$ cat src/rtl/pipe_stage_reg_if.sv
// Valid/ready handshake bundle for one side of a pipeline register stage.
// The producer uses the master modport; the consumer uses the slave modport.
interface pipe_stage_reg_if #(
  parameter int DATA_W = 128,
  parameter int CTRL_W = 8
);
  logic              valid;
  logic              ready;
  logic [DATA_W-1:0] data;
  logic [CTRL_W-1:0] ctrl;

  modport master (output valid, output data, output ctrl, input ready);
  modport slave  (input valid, input data, input ctrl, output ready);
endinterface

$ cat src/rtl/pipe_stage_reg.sv
// Generic pipeline register stage with valid/ready back-pressure, optional skid entry and flush.
// Define PIPE_STAGE_PERF_EN to add the stall_cnt / flush_cnt performance counter ports.
module pipe_stage_reg #(
  parameter int                 DATA_W      = 128,
  parameter int                 CTRL_W      = 8,
  parameter logic [CTRL_W-1:0]  BUBBLE_CTRL = {CTRL_W{1'b0}},
  parameter int                 SKID        = 1
) (
  input  logic                  clk,
  input  logic                  rst,
  input  logic                  flush,
  pipe_stage_reg_if.slave       in_if,
  pipe_stage_reg_if.master      out_if
`ifdef PIPE_STAGE_PERF_EN
  ,
  output logic [31:0]           stall_cnt,
  output logic [31:0]           flush_cnt
`endif
);

  typedef enum logic [1:0] {
    ST_EMPTY = 2'd0,
    ST_ONE   = 2'd1,
    ST_FULL  = 2'd2
  } state_t;

  state_t              state_r;
  state_t              state_nxt_s;
  logic                out_valid_r;
  logic [DATA_W-1:0]   main_data_r;
  logic [CTRL_W-1:0]   main_ctrl_r;
  logic [DATA_W-1:0]   skid_data_r;
  logic [CTRL_W-1:0]   skid_ctrl_r;
  logic                in_ready_s;
  logic                in_xfer_s;
  logic                out_xfer_s;
  logic                load_in_s;
  logic                load_skid_s;
  logic                pop_skid_s;

  assign in_xfer_s     = in_if.valid && in_ready_s;
  assign out_xfer_s    = out_valid_r && out_if.ready;
  assign in_if.ready   = in_ready_s;
  assign out_if.valid  = out_valid_r;
  assign out_if.data   = main_data_r;
  assign out_if.ctrl   = main_ctrl_r;

  // Next-state and entry-move decode; flush overrides every transfer.
  always_comb begin
    state_nxt_s = state_r;
    load_in_s   = 1'b0;
    load_skid_s = 1'b0;
    pop_skid_s  = 1'b0;
    if (flush) begin
      state_nxt_s = ST_EMPTY;
    end else begin
      case (state_r)
        ST_EMPTY: begin
          if (in_xfer_s) begin
            state_nxt_s = ST_ONE;
            load_in_s   = 1'b1;
          end else begin
            state_nxt_s = ST_EMPTY;
          end
        end
        ST_ONE: begin
          if (in_xfer_s && out_xfer_s) begin
            state_nxt_s = ST_ONE;
            load_in_s   = 1'b1;
          end else if (in_xfer_s) begin
            // Only reachable with a skid entry: without one, in_ready implies out_ready here.
            state_nxt_s = ST_FULL;
            load_skid_s = 1'b1;
          end else if (out_xfer_s) begin
            state_nxt_s = ST_EMPTY;
          end else begin
            state_nxt_s = ST_ONE;
          end
        end
        ST_FULL: begin
          if (out_xfer_s) begin
            state_nxt_s = ST_ONE;
            pop_skid_s  = 1'b1;
          end else begin
            state_nxt_s = ST_FULL;
          end
        end
        default: begin
          state_nxt_s = ST_EMPTY;
        end
      endcase
    end
  end

  // State register and registered out_valid.
  always_ff @(posedge clk or posedge rst) begin
    if (rst) begin
      state_r     <= ST_EMPTY;
      out_valid_r <= 1'b0;
    end else begin
      state_r     <= state_nxt_s;
      out_valid_r <= (state_nxt_s != ST_EMPTY);
    end
  end

  // Entry storage; control falls back to the bubble value whenever an entry empties.
  always_ff @(posedge clk or posedge rst) begin
    if (rst) begin
      main_data_r <= {DATA_W{1'b0}};
      main_ctrl_r <= BUBBLE_CTRL;
      skid_data_r <= {DATA_W{1'b0}};
      skid_ctrl_r <= BUBBLE_CTRL;
    end else begin
      if (load_in_s) begin
        main_data_r <= in_if.data;
        main_ctrl_r <= in_if.ctrl;
      end else if (pop_skid_s) begin
        main_data_r <= skid_data_r;
        main_ctrl_r <= skid_ctrl_r;
      end else if (state_nxt_s == ST_EMPTY) begin
        main_ctrl_r <= BUBBLE_CTRL;
      end
      if (load_skid_s) begin
        skid_data_r <= in_if.data;
        skid_ctrl_r <= in_if.ctrl;
      end else if (state_nxt_s != ST_FULL) begin
        skid_ctrl_r <= BUBBLE_CTRL;
      end
    end
  end

  generate
    if (SKID != 0) begin : g_ready
      logic in_ready_r;
      // Registered in_ready: low exactly while the stage will be full.
      always_ff @(posedge clk or posedge rst) begin
        if (rst) begin
          in_ready_r <= 1'b1;
        end else begin
          in_ready_r <= (state_nxt_s != ST_FULL);
        end
      end
      assign in_ready_s = in_ready_r;
    end else begin : g_ready
      assign in_ready_s = (state_r == ST_EMPTY) || out_if.ready;
    end
  endgenerate

`ifdef PIPE_STAGE_PERF_EN
  function automatic logic [31:0] sat_inc(input logic [31:0] v);
    sat_inc = (v == 32'hFFFF_FFFF) ? v : (v + 32'd1);
  endfunction

  // Saturating stall and effective-flush counters; flush itself never clears them.
  always_ff @(posedge clk or posedge rst) begin
    if (rst) begin
      stall_cnt <= 32'd0;
      flush_cnt <= 32'd0;
    end else begin
      if (out_valid_r && !out_if.ready) begin
        stall_cnt <= sat_inc(stall_cnt);
      end
      if (flush && (state_r != ST_EMPTY)) begin
        flush_cnt <= sat_inc(flush_cnt);
      end
    end
  end
`endif

endmodule

$ cat src/flat_wrapper.sv
// flat-port wrapper written by rule: the top's interface ports become plain ports
module pipe_stage_reg_flat 
#(
  parameter int                 DATA_W      = 128,
  parameter int                 CTRL_W      = 8,
  parameter logic [CTRL_W-1:0]  BUBBLE_CTRL = {CTRL_W{1'b0}},
  parameter int                 SKID        = 1
)
  (clk, rst, flush, in_if_valid, in_if_data, in_if_ctrl, in_if_ready, out_if_valid, out_if_data, out_if_ctrl, out_if_ready);
  pipe_stage_reg_if #(.DATA_W(DATA_W), .CTRL_W(CTRL_W)) in_if_i ();
  pipe_stage_reg_if #(.DATA_W(DATA_W), .CTRL_W(CTRL_W)) out_if_i ();
  input  logic clk;
  input  logic rst;
  input  logic flush;
  input wire logic [$bits(in_if_i.valid)-1:0] in_if_valid;
  input wire logic [$bits(in_if_i.data)-1:0] in_if_data;
  input wire logic [$bits(in_if_i.ctrl)-1:0] in_if_ctrl;
  output wire logic [$bits(in_if_i.ready)-1:0] in_if_ready;
  output wire logic [$bits(out_if_i.valid)-1:0] out_if_valid;
  output wire logic [$bits(out_if_i.data)-1:0] out_if_data;
  output wire logic [$bits(out_if_i.ctrl)-1:0] out_if_ctrl;
  input wire logic [$bits(out_if_i.ready)-1:0] out_if_ready;
  assign in_if_i.valid = in_if_valid;
  assign in_if_i.data = in_if_data;
  assign in_if_i.ctrl = in_if_ctrl;
  assign in_if_ready = in_if_i.ready;
  assign out_if_valid = out_if_i.valid;
  assign out_if_data = out_if_i.data;
  assign out_if_ctrl = out_if_i.ctrl;
  assign out_if_i.ready = out_if_ready;
  pipe_stage_reg #(.DATA_W(DATA_W), .CTRL_W(CTRL_W), .BUBBLE_CTRL(BUBBLE_CTRL), .SKID(SKID)) u_core (.clk(clk), .rst(rst), .flush(flush), .in_if(in_if_i), .out_if(out_if_i));
endmodule
$ cat config.mk
export PLATFORM = sky130hd
export DESIGN_NAME = pipe_stage_reg_flat
export DESIGN_NICKNAME = d
export VERILOG_FILES = /design/src/rtl/pipe_stage_reg_if.sv /design/src/rtl/pipe_stage_reg.sv /design/src/flat_wrapper.sv
export SDC_FILE = /design/constraint.sdc
export NUM_CORES = 1
export LEC_CHECK = 0
export BUFFER_PORTS_ARGS = -buffer_cell sky130_fd_sc_hd__buf_2
export CORE_MARGIN = 2
export CORE_UTILIZATION = 35
export DETAILED_ROUTE_END_ITERATION = 10
export HOLD_SLACK_MARGIN = 0.06
export PLACE_DENSITY_LB_ADDON = 0.1
export SLEW_MARGIN = 20
export SYNTH_ARGS = -nofsm -noshare
export SYNTH_HDL_FRONTEND = slang
export SYNTH_SLANG_ARGS = --single-unit
$ cat constraint.sdc
create_clock -name clk -period 12.5 [get_ports clk]
set_input_delay 3.75 -clock clk [delete_from_list [all_inputs] [get_ports clk]]
set_output_delay 3.75 -clock clk [all_outputs]
set_load 0.03 [all_outputs]
Yosys cells after proc, flatten, opt, wreduce, memory -nomap -nowiden
Cells that the tools add are included.
{"block": "totals", "output_inout_bits": 138, "romBits": 0, "latchBits": 0, "in_bits": 141, "ramBits": 0, "register_bits": 276, "mem_count": 0, "word_cells": 43}
{"block": "classes", "magnitude_cmp": 0, "mux": 24, "mul": 0, "add_sub_neg": 0, "n_bitwise": 0, "eq_ne": 3, "n_shift": 0, "n_reduce_logical": 9, "div_mod_pow": 0}
{"op": "$mux W128", "count": 2}
{"op": "$mux W8", "count": 5}
{"op": "$mux W1", "count": 11}
{"op": "$mux W2", "count": 4}
{"op": "$pmux W2 S3", "count": 1}
{"op": "$reduce_bool A2 Y1", "count": 3}
{"op": "$logic_not A2 Y1", "count": 2}
{"op": "$logic_and A1 B1 Y1", "count": 3}
{"op": "$reduce_bool A3 Y1", "count": 1}
{"op": "$eq A2 B1 Y1 const B", "count": 1}
{"op": "$eq A2 B2 Y1 const B", "count": 1}
{"op": "$ne A2 B2 Y1 const B", "count": 1}
{"op": "$pmux W1 S2", "count": 1}

Depth between registers and ports, before layout
Gate-level depths: netlist (run 1).
{"block": "logic_depth", "word_depth": 10, "mapped_depth": 9, "ltp_nobuf": 7}

Least setup slack after synthesis (run 1)
No wires, ideal clock.
{"block": "synth_path", "kind": "input to register", "start": "in out_if_ready", "end": "reg u_core.skid_data_r[10]", "setup_time_ps": 125, "path_slack_ps": 7152, "t_arrival_ps": 5223, "path_buffers": 3, "required_ps": 12375, "cell_stages": 9, "cell_sequence": "and2_1 inv_1 ha_1 nand2_1 nor3_1 buf_2 buf_2 buf_2 mux2_2"}
{"block": "synth_between", "elab_chain_len": 5}
{"element": "start, declared", "line_no": "flat_wrapper.sv:22", "source": "input wire logic [$bits(out_if_i.ready)-1:0] out_if_ready;"}
{"element": "$logic_and A1 B1 Y1", "line_no": "pipe_stage_reg.sv:42", "source": "assign out_xfer_s = out_valid_r && out_if.ready;"}
{"element": "$logic_and A1 B1 Y1", "line_no": "pipe_stage_reg.sv:67", "source": "if (in_xfer_s && out_xfer_s) begin"}
{"element": "$mux W1", "line_no": "pipe_stage_reg.sv:67"}
{"element": "$mux W1", "line_no": "pipe_stage_reg.sv:57", "source": "case (state_r)"}
{"element": "$mux W1", "line_no": "pipe_stage_reg.sv:54", "source": "if (flush) begin"}
{"element": "end signal, assigned", "line_no": "pipe_stage_reg.sv:111", "source": "skid_data_r <= {DATA_W{1'b0}};"}
{"element": "end signal, assigned", "line_no": "pipe_stage_reg.sv:124", "source": "skid_data_r <= in_if.data;"}
{"element": "end, declared", "line_no": "pipe_stage_reg.sv:32", "source": "logic [DATA_W-1:0] skid_data_r;"}
No other way between the ends.
A chain may end at the register's enable or synchronous reset.

Worst setup path after layout (run 1)
{"block": "layout_path", "start": "in out_if_ready", "end": "reg u_core.main_data_r[85] (netlist: u_core.out_if.data[85])"}
{"block": "layout_between", "elab_chain_len": 6, "word_cells_on_any_way": 10, "cone_classes": "7 x mux; 3 x reduce/logical"}
{"element": "$logic_and A1 B1 Y1 (*)", "line_no": "pipe_stage_reg.sv:42"}
{"element": "$logic_and A1 B1 Y1", "line_no": "pipe_stage_reg.sv:67"}
{"element": "$mux W1", "line_no": "pipe_stage_reg.sv:67"}
{"element": "$pmux W1 S2", "line_no": "pipe_stage_reg.sv:57"}
{"element": "$mux W1", "line_no": "pipe_stage_reg.sv:54"}
{"element": "$mux W128 or $reduce_bool A2 Y1 (tied branches)"}
{"element": "end signal, assigned", "line_no": "pipe_stage_reg.sv:109", "source": "main_data_r <= {DATA_W{1'b0}};"}
{"element": "end signal, assigned", "line_no": "pipe_stage_reg.sv:115", "source": "main_data_r <= in_if.data;"}
{"element": "end signal, assigned", "line_no": "pipe_stage_reg.sv:118", "source": "main_data_r <= skid_data_r;"}
{"element": "end, declared", "line_no": "pipe_stage_reg.sv:30", "source": "logic [DATA_W-1:0] main_data_r;"}
Mark *: on every way between the ends. The rest lies on a longest branch, timed or not.

==> qor.yml, run 1 <==
tritoncts: "built"
hold_violations: 0
gp_congestion: 0.7033
grt_pass1_wl_mm: 47.31
drive_gt1_share_pct: 42.94
tightestPinTransition_ns: 1.021
first_iter_violations: 507
crit_top_cell: "nand2_1"
synthMuxAreaShare_pct: 12.64
io_pins: 279
status: "completed"
dieArea_mm2: 0.03405
die_w_um: 184.5
crit_type: "in2reg"
ys_warn_count: 0
postRouteAntennaNets: 0
clockBufferDepth: 3
fill_cells: 3118
numCtsBuffers: 31
fin_hold_ws_ns: 0.4861
antenna_found_initial: 12
grt_max_degree: 152
cp_max_fo: 77
first_pass_iters: 4
vdd_drop_max_mv: 0.1148
overflow: 0
portBuffers: 278
post_cts_buffers: 0
grt_pass1_vias: 8252
yosys.area_share.simple_pct: 12.70
grtUsageTotal_pct: 17.45
syn_inst: 922
core_area_mm2: 0.03229
hold_buffers: 0
mostFrequentLayoutCells: "buf_2, dfrtp_1, a22oi_1"
drv_cap: 0
powerDensity_mw_per_mm2: 212.2
final-setup-viol-count: 0
slew_violations: 0
end_kind: "flip-flop"
final_common_cell: "buf_2"
cp.arrival_ns: 6.38
grt_setup_unrepaired: "no"
clkTransAtPathRegs_ns: 0.06
ys_types: 27
cp_slowest_cell: "buf_4"
syn_area_mm2: 0.01141
cts_root_buf: "clkbuf_16"
synth_top_family_by_area: "simple AND/OR/NAND/NOR gates"
finalClockSkew_ns: 0.01169
syn_nets: 1065
synth-async-reset-ratio_pct: 100.0
holdCritPathClass: "reg2reg"
cts_max_level: 1
clock.fmax_ghz: 0.1699
syn_to_final_growth_pct: 23.67
synth_edf_count: 0
via_count: 8259
synth_adder_area_share_pct: 0.2194
drt-wirelength-per-cell_um: 18.51
fin_crit_ns: 5.886
initial_core_util_pct: 35.33
routed_wl_mm: 30.32
synth_compound_area_share_pct: 10.22
cp_cell_sequence: "buf_2 > and2_1 > ha_1 > nand2_1 > a211o_4 > buf_4 > nand3_1 > nand2_1"
drc_errors: 0
slowest_delay_ns: 0.91
final.setup.tns_ns: 0
syn_avg_cell_area_um2: 12.37
detailed_place_hpwl_mm: 17.18
cts_resized: 0
synth_xor_area_share_pct: 0
fp.dieH_um: 184.5
avgViaCountPerCell: 5.042
nNetsFinal: 1309
cp.required_ns: 12.99
yosysSeqAreaShare_pct: 60.56
ys_ff_latch: 276
slew_headroom_pct: 31.92
crit_buf_inv: 2
worstSkewPairLatency_ns: 0.56
cts.sinks: 276
ys.flop_type: "dfrtp_1"
start_kind: "input pin"
p_leak_uw: 0.006938
cp_top_family: "buffers and inverters"
rows: 66
period_share_pct: 47.09
utilization_pct: 43.69
==> worst register-to-register path: cells and delay by family, from the launching register on <==
family / cells / cell delay [ns]
adders and majority gates: 1 / 0.20
and+or+nand+nor: 4 / 0.68
DFF: 1 / 0.40
AOI/OAI and AO/OA: 1 / 0.73
buffers and inverters: 1 / 0.94
==> worst paths after layout <==
check / to / start / cells past startpoint / slack (ns)
max reg2reg: u_core.out_if.data[85]$_DFFE_PP0P_ / u_core.out_if.valid$_DFF_PP0_ / 7 / 9.48
min in group asynchronous: u_core.skid_data_r[20]$_DFFE_PP0P_ / rst / 2 / 3.34
min: u_core.out_if.data[87]$_DFFE_PP0P_ / u_core.out_if.data[87]$_DFFE_PP0P_ / 2 / 0.49
min reg2reg: u_core.out_if.data[87]$_DFFE_PP0P_ / u_core.out_if.data[87]$_DFFE_PP0P_ / 2 / 0.49
max in group asynchronous: u_core.skid_data_r[97]$_DFFE_PP0P_ / rst / 3 / 7.77
max: u_core.out_if.data[85]$_DFFE_PP0P_ / out_if_ready / 8 / 6.61
==> cells by family (layout without fill, tap and decap cells) <==
group | count (synthesis) | count (layout)
fa+ha+maj | 2 | 2
mux | 128 | 128
buf+inv | 79 | 347
other cells | 0 | 6
simple gates | 280 | 280
flops | 276 | 276
compound gates | 157 | 157
==> per-layer routing <==
layer,wire (um),GRT usage (%)
met5,64,0
met4,443,3.584
met2,13500,26.60
met3,2642,6.244
met1,13670,23.95
==> where the power goes <==
group          total [uW]  internal [uW]  leakage (uW)  switching [uW]
logic                 755            298       0.00302             458
clock network         894            529      0.000501             365
registers            1340           1190       0.00341             156
==> cells in the mapped netlist (2+ instances only) <==
master    count  area [um2]
dfrtp_1     275        6882
a22oi_1     136        1021
nand2_1     131       491.7
mux2_2      128        1441
nand3_1      96       480.5
buf_2        49       245.2
nand3_2      40       400.4
buf_1        13       48.80
a22o_1        8       70.07
o21ai_0       8       40.04
clkbuf_1      7       26.28
buf_8         4       60.06
inv_1         4       15.01
and2_1        3       18.77
nand2b_1      3       18.77
nor2_1        3       11.26
a211oi_1      2       15.01
buf_6         2       22.52
ha_1          2       25.02
==> sequential cells by signal (all words and copies together) (netlist names) <==
| register | count |
|---|---|
| u_core.out_if.valid | 1 |
| u_core.in_if.ready | 1 |
| u_core.out_if.ctrl | 8 |
| u_core.skid_ctrl_r | 8 |
| u_core.state_r | 2 |
| u_core.out_if.data | 128 |
| u_core.skid_data_r | 128 |
==> cell type report <==
class | instances | area (um2) | share of cell area [%]
multi-input cells | 567 | 4118 | 29.19
flip-flops and latches | 276 | 6908 | 48.97
inverters | 4 | 22.52 | 0.1596
diodes | 6 | 15.01 | 0.1064
repair buffers | 286 | 1480 | 10.49
well taps | 442 | 553.0 | 3.920
clock inverters | 10 | 85.08 | 0.6031
clock buffers | 47 | 925.9 | 6.563
==> stage by stage <==
stage	area (um2)	std cells	setup slack, ns	power (uW)
2_1_floorplan	11410	922	1.143	1877
3_3_place_gp	13080	1575	6.005	2105
3_5_place_dp	13080	1575	5.988	2125
4_1_cts	14090	1632	6.564	3040
5_1_grt	14100	1634	6.419	3172
6_report	14110	1638	6.614	2994
Note: power is estimated with default switching activity, not from simulation.
==> inputs of run 2 (changes only) <==
Settings changed: ABC_AREA set to 1.
Clock period 12.5 ns to 5.1 ns, I/O delays scaled along.
==> run 2 against run 1 <==
  * Core utilization rose by 0.97 points
  * Final cell count rose by 24%
  * Non-clock buffer count rose by 8
  * Critical endpoint is now u_core.out_if.data[55]$_DFFE_PP0P_
  * Clock power rose to 2.7 times the previous value
==> qor.yml, run 2 <==
nNetsFinal: 1745  # +33%
hold_start: "u_core.skid_data_r[77]$_DFFE_PP0P_"
drt-wirelength-per-cell_um: 15.40  # -17%
ys_warn_count: 0  # unchanged
drc_errors: 0  # unchanged
period_share_pct: 63.14
fill_cells: 3179  # +2.0%
switchingPower_uw: 2515  # +160%
grt_pass1_wl_mm: 50.14  # +6.0%
ys_ff_latch: 276  # unchanged
slew_violations: 0  # unchanged
ys_top_cells_by_count: "nand2_1, dfrtp_1, nand3_1"
utilization_pct: 44.66  # +0.97 points
cp_max_fo: 62  # -19%
slew_headroom_pct: 42.36  # +10 points
grt_setup_unrepaired: "no"
synth_top_area_share_pct: 61.01  # +0.68 points
io_pins: 279  # unchanged
finalClockSkew_ns: 0.01052  # -0.001170 ns
power_frac_seq_pct: 43.9  # -1.0 points
tritoncts: "built"
fin_crit_ns: 3.220
synth_largest_area_cell: "dfrtp_1"
rows: 65  # -1.5%
ys_types: 16  # -41%
portBuffers: 278  # unchanged
first_iter_violations: 646  # +27%
numCtsBuffers: 34  # +9.7%
hold_buffers: 0  # unchanged
clkPwrFrac_pct: 32.2  # +2.3 points
intPower_uw: 4923  # +140%
tightestPinTransition_ns: 0.8646  # -0.1566 ns
fp.dieH_um: 183.5  # -0.55%
die_w_um: 183.5  # -0.55%
postRouteAntennaNets: 0  # unchanged
grt_pass1_vias: 9240  # +12%
crit_type: "in2reg"
cp.arrival_ns: 3.65  # -2.73 ns
hold_violations: 0  # unchanged
via_count: 9434  # +14%
r2r_slack_ns: 2.46  # -7.02 ns
post_cts_buffers: 0  # unchanged
fin_hold_ws_ns: 0.4746  # -0.01148 ns
syn_to_final_growth_pct: 25.27
powerDensity_mw_per_mm2: 526.4  # +150%
syn_inst: 1344  # +46%
mostFrequentLayoutCells: "nand2_1, buf_2, dfrtp_1"
syn_area_mm2: 0.01128  # -1.1%
cts_root_buf: "clkbuf_16"
final-setup-viol-count: 0  # unchanged
cts.sinks: 276  # unchanged
cp.required_ns: 5.53  # -7.46 ns
end_kind: "flip-flop"
dieArea_mm2: 0.03368  # -1.1%
pwr-share-comb_pct: 23.9  # -1.3 points
cts_max_level: 2  # +1
drive_gt1_share_pct: 21.85  # -21 points
final_common_cell: "nand2_1"
holdCritPathClass: "reg2reg"
status: "completed"
core_area_mm2: 0.03164  # -2.0%
start_kind: "input pin"
first_pass_iters: 5  # +1
synth_edf_count: 0  # unchanged
clkTransAtPathRegs_ns: 0.05  # about the same
insertedDiodeCount: 0  # -6
ys.flop_type: "dfrtp_1"
detailed_place_hpwl_mm: 18.98  # +10%
overflow: 0  # unchanged
gp_congestion: 0.7677  # +9.2%
synth.most_common_cell: "nand2_1"
avgViaCountPerCell: 4.654  # -7.7%
clockBufferDepth: 3  # unchanged
antenna_found_initial: 3  # -9
synth-async-reset-ratio_pct: 100.0  # unchanged
grtUsageTotal_pct: 18.66  # +1.2 points
syn_nets: 1487  # +40%
clock.fmax_ghz: 0.3106
vdd_drop_max_mv: 0.2491  # +120%
power.total_uw: 7438  # +150%
p_leak_uw: 0.007700  # +11%
drv_cap: 0  # unchanged
sw_frac_of_total_pct: 33.81  # +1.1 points
routed_wl_mm: 31.21  # +2.9%
cts_resized: 0  # unchanged
yosysSeqAreaShare_pct: 61.24  # +0.69 points
critical_path.startpoint: "in_if_valid"
syn_avg_cell_area_um2: 8.393  # -32%
worstSkewPairLatency_ns: 0.50  # -0.06 ns
finalNonFillerCells: 2027  # +24%
dp.cells: 1967  # +25%
initial_core_util_pct: 35.65  # +0.32 points
synth_area_leaders: "dfrtp_1, nand2_1, nand3_1, buf_6, clkbuf_1"
r2r-start: "u_core.in_if.ready$_DFF_PP1_"
grt_max_degree: 137  # -9.9%
run 2: cell types whose count changed in the layout (fill, tap and decap cells not counted), sizes merged, moves of 6 or more:
cell | before | now
o21ai | 8 | 16
mux2 | 128 | 0
a22o | 8 | 0
nand2 | 131 | 803
buf | 286 | 294
diode | 6 | 0
a22oi | 136 | 0
inv | 5 | 27
run 2: final timing paths:
kind	end	cells past startpoint
max reg2reg	u_core.out_if.data[55]$_DFFE_PP0P_	10
min in group asynchronous	u_core.out_if.data[95]$_DFFE_PP0P_	2
max in group asynchronous	u_core.skid_data_r[106]$_DFFE_PP0P_	4
max	u_core.out_if.data[55]$_DFFE_PP0P_	11
min reg2reg	u_core.skid_data_r[77]$_DFFE_PP0P_	2
min	u_core.skid_data_r[77]$_DFFE_PP0P_	2
run 2: metal layers:
layer	global-route usage [%]	routed length [um]
met5	0	13
met4	4.128	440
met3	3.724	1916
met2	29.58	14220
met1	26.53	14620
run 2: power by group through the flow:
stage	Clock, uW	Combinational [uW]	Sequential, uW
4_1_cts	2460	1810	3270
2_1_floorplan	0	698	3780
3_3_place_gp	0	1780	3290
6_report	2400	1780	3260
3_5_place_dp	0	1800	3290
5_1_grt	2560	1990	3350
run 2: cell families after synthesis:
family | synth area share [%]
buf+inv | 4.448
fa+ha+maj | 0.2218
simple gates | 33.23
compound gates | 0.8542
flops | 61.24
run 2: critical path, stage by stage:
cell,delay [ns]
buf_2,0.09
nand2_1,0.05
inv_1,0.10
ha_1,0.16
nand3_1,0.08
nand2_1,0.14
nand2_1,0.24
inv_4,0.61
buf_4,0.40
nand2_1,0.09
nand3_1,0.09
run 2: through the flow:
stage	area, um2	TNS (ns)	setup slack [ns]
finish	14130	0	1.880
global route	14130	0	1.682
CTS	14110	0	1.889
detailed placement	12980	0	1.364
global placement	12980	0	1.390
floorplan	11280	-22.15	-0.08055
run 2: area by class of cell:
type,count,area (um2),area share (%)
clock buffer,52,1062,7.518
timing repair buffer,294,1599,11.32
multi-input combinational,968,3877,27.44
inverter,28,113.9,0.8058
clock inverter,7,66.31,0.4693
tap,402,503.0,3.560
sequential,276,6908,48.89
==> inputs of run 3 (changes only) <==
Settings changed: ABC_AREA 1 to 0.
Clock period 5.1 ns to 2.8 ns, I/O delays scaled along.
==> run 3 against run 2 <==
  * Register-to-register slack worse by 1.7 ns
  * Largest power group unchanged
  * Worst hold slack worse by 0.25 ns
  * Sequential cell count unchanged
  * Wire length down 2.8%
  * First-iteration DRC count down 34%
  * Sequential share of layout area down 1.1 points
  * Power up 82%
  * Largest cell class unchanged
==> qor.yml, run 3 (synthesis results as in run 1) <==
grt_pass1_wl_mm: 47.93  # -4.4%
nNetsFinal: 1331  # -24%
rows: 66  # +1.5%
reg2regPathDepth: 8  # -2
initial_core_util_pct: 35.33  # -0.32 points
cts_max_level: 1  # -1
portBuffers: 278  # unchanged
multi_input_area_mm2: 0.004118  # +6.2%
cp.required_ns: 1.96  # -3.57 ns
syn_to_final_growth_pct: 26.81
final-setup-viol-count: 0  # unchanged
io_pins: 279  # unchanged
clockBufferDepth: 3  # unchanged
dieArea_mm2: 0.03405  # +1.1%
first_pass_iters: 4  # -1
vdd_drop_max_mv: 0.4031  # +62%
hold_violations: 0  # unchanged
dp_slack_ns: 0.1703  # -1.193 ns
via_count: 8254  # -13%
cts.sinks: 276  # unchanged
routed_wl_mm: 30.35  # -2.8%
slowest_delay_ns: 0.53  # -0.08 ns
avgViaCountPerCell: 4.987  # +7.2%
cp_slowest_cell: "dfstp_2"
drive_gt1_share_pct: 44.21  # +22 points
start_kind: "flip-flop"
grt_use_met1_pct: 25.10  # -1.4 points
powerDensity_mw_per_mm2: 936.4  # +78%
postRouteAntennaNets: 0  # unchanged
grt_max_degree: 78  # -43%
mostFrequentLayoutCells: "buf_2, dfrtp_1, a22oi_1"
cp_top_family: "flip-flops"
grt_pass1_vias: 8513  # -7.9%
finalWorstSetupSlack_ns: 0.6798  # -1.200 ns
r2r-start: "u_core.out_if.valid$_DFF_PP0_"
cp.arrival_ns: 1.28  # -2.37 ns
finalClockSkew_ns: 0.01544  # +0.004915 ns
core_area_mm2: 0.03229  # +2.1%
grt_setup_unrepaired: "no"
clock.fmax_ghz: 0.4717
slew_headroom_pct: 56.61  # +14 points
tightestPinTransition_ns: 0.6508  # -0.2138 ns
crit_buf_inv: 1  # -3
numCtsBuffers: 30  # -12%
use_met3_pct: 4.762  # +1.0 points
cp_max_fo: 3  # -95%
fill_cells: 3081  # -3.1%
tritoncts: "built"
gp_congestion: 0.7076  # -7.8%
status: "completed"
crit_type: "reg2out"
p_leak_uw: 0.007123  # -7.5%
final_common_cell: "buf_2"
clkTransAtPathRegs_ns: 0.06  # about the same
antenna_found_initial: 6  # +3
cp_cell_sequence: "buf_2"
regArea_mm2: 0.006908  # unchanged
period_share_pct: 75.72
drt-wirelength-per-cell_um: 18.34  # +19%
drv_cap: 0  # unchanged
detailed_place_hpwl_mm: 18.63  # -1.8%
cts_root_buf: "clkbuf_16"
fp.dieH_um: 184.5  # +0.55%
reg2reg_to: "u_core.skid_data_r[2]$_DFFE_PP0P_"
drc_errors: 0  # unchanged
hold_buffers: 0  # unchanged
busiest_layer: "met2"
post_cts_buffers: 0  # unchanged
cts_resized: 0  # unchanged
worstSkewPairLatency_ns: 0.55  # +0.05 ns
grtUsageTotal_pct: 17.68  # -0.98 points
end_kind: "output port"
first_iter_violations: 429  # -34%
fin_crit_ns: 2.120
power.total_uw: 13550  # +82%
die_w_um: 184.5  # +0.55%
slew_violations: 0  # unchanged
met2_usage_pct: 27.14  # -2.4 points
r2r_slack_ns: 0.73  # -1.73 ns
overflow: 0  # unchanged
holdCritPathClass: "in2async"
## run 3: cell types whose count changed in the layout (fill, tap and decap cells not counted), sizes merged, moves of 10 or more
cell	before	now
a22oi	0	136
mux2	0	128
buf	294	309
nand2	803	131
inv	27	3
clkbuf	52	42
## run 3: layout make-up
class | count | share of cell area, %
diodes | 3 | 0.05190
repair buffers | 309 | 12.61
clock inverters | 12 | 0.9601
inverters | 4 | 0.1297
flip-flops and latches | 276 | 47.76
clock buffers | 42 | 6.202
multi-input cells | 567 | 28.47
well taps | 442 | 3.823
## run 3: stage by stage
stage,hold slack (ns),cells,TNS (ns),utilization (%),cell area (um2)
finish,0.2217,1655,0,44.80,14470
global route,0.2147,1653,0,44.78,14460
CTS,0.2014,1652,0,44.78,14460
detailed placement,0.4786,1598,0,41.57,13420
global placement,0.4761,1598,0,41.57,13420
floorplan,0.4663,922,-465.62,-,11410
## run 3: worst max path at each step
| stage | startpoint | end | slack, ns | cells after the start |
|---|---|---|---|---|
| finish | u_core.in_if.ready$_DFF_PP1_ | in_if_ready | 0.68 | 1 |
| CTS | u_core.in_if.ready$_DFF_PP1_ | in_if_ready | 0.64 | 1 |
| detailed placement | out_if_ready | u_core.skid_data_r[82]$_DFFE_PP0P_ | 0.17 | 9 |
| floorplan | rst | u_core.out_if.ctrl[0]$_DFFE_PP0P_ | -1.69 | 1 |
| global placement | out_if_ready | u_core.skid_data_r[72]$_DFFE_PP0P_ | 0.16 | 9 |
| global route | u_core.out_if.valid$_DFF_PP0_ | u_core.out_if.ctrl[4]$_DFFE_PP0P_ | 0.55 | 7 |
## run 3: power breakdown
part           total [uW]  internal (uW)  switching, uW
Sequential           6020           5310            705
Combinational        3420           1380           2040
Clock                4110           2490           1620
Total               13500           9180           4370
## run 3: layer usage
layer | vias up | routed length (um)
li1 | 3839 | -
met1 | 4132 | 14230
met2 | 233 | 13440
met3 | 42 | 2168
met4 | 8 | 462
met5 | - | 49
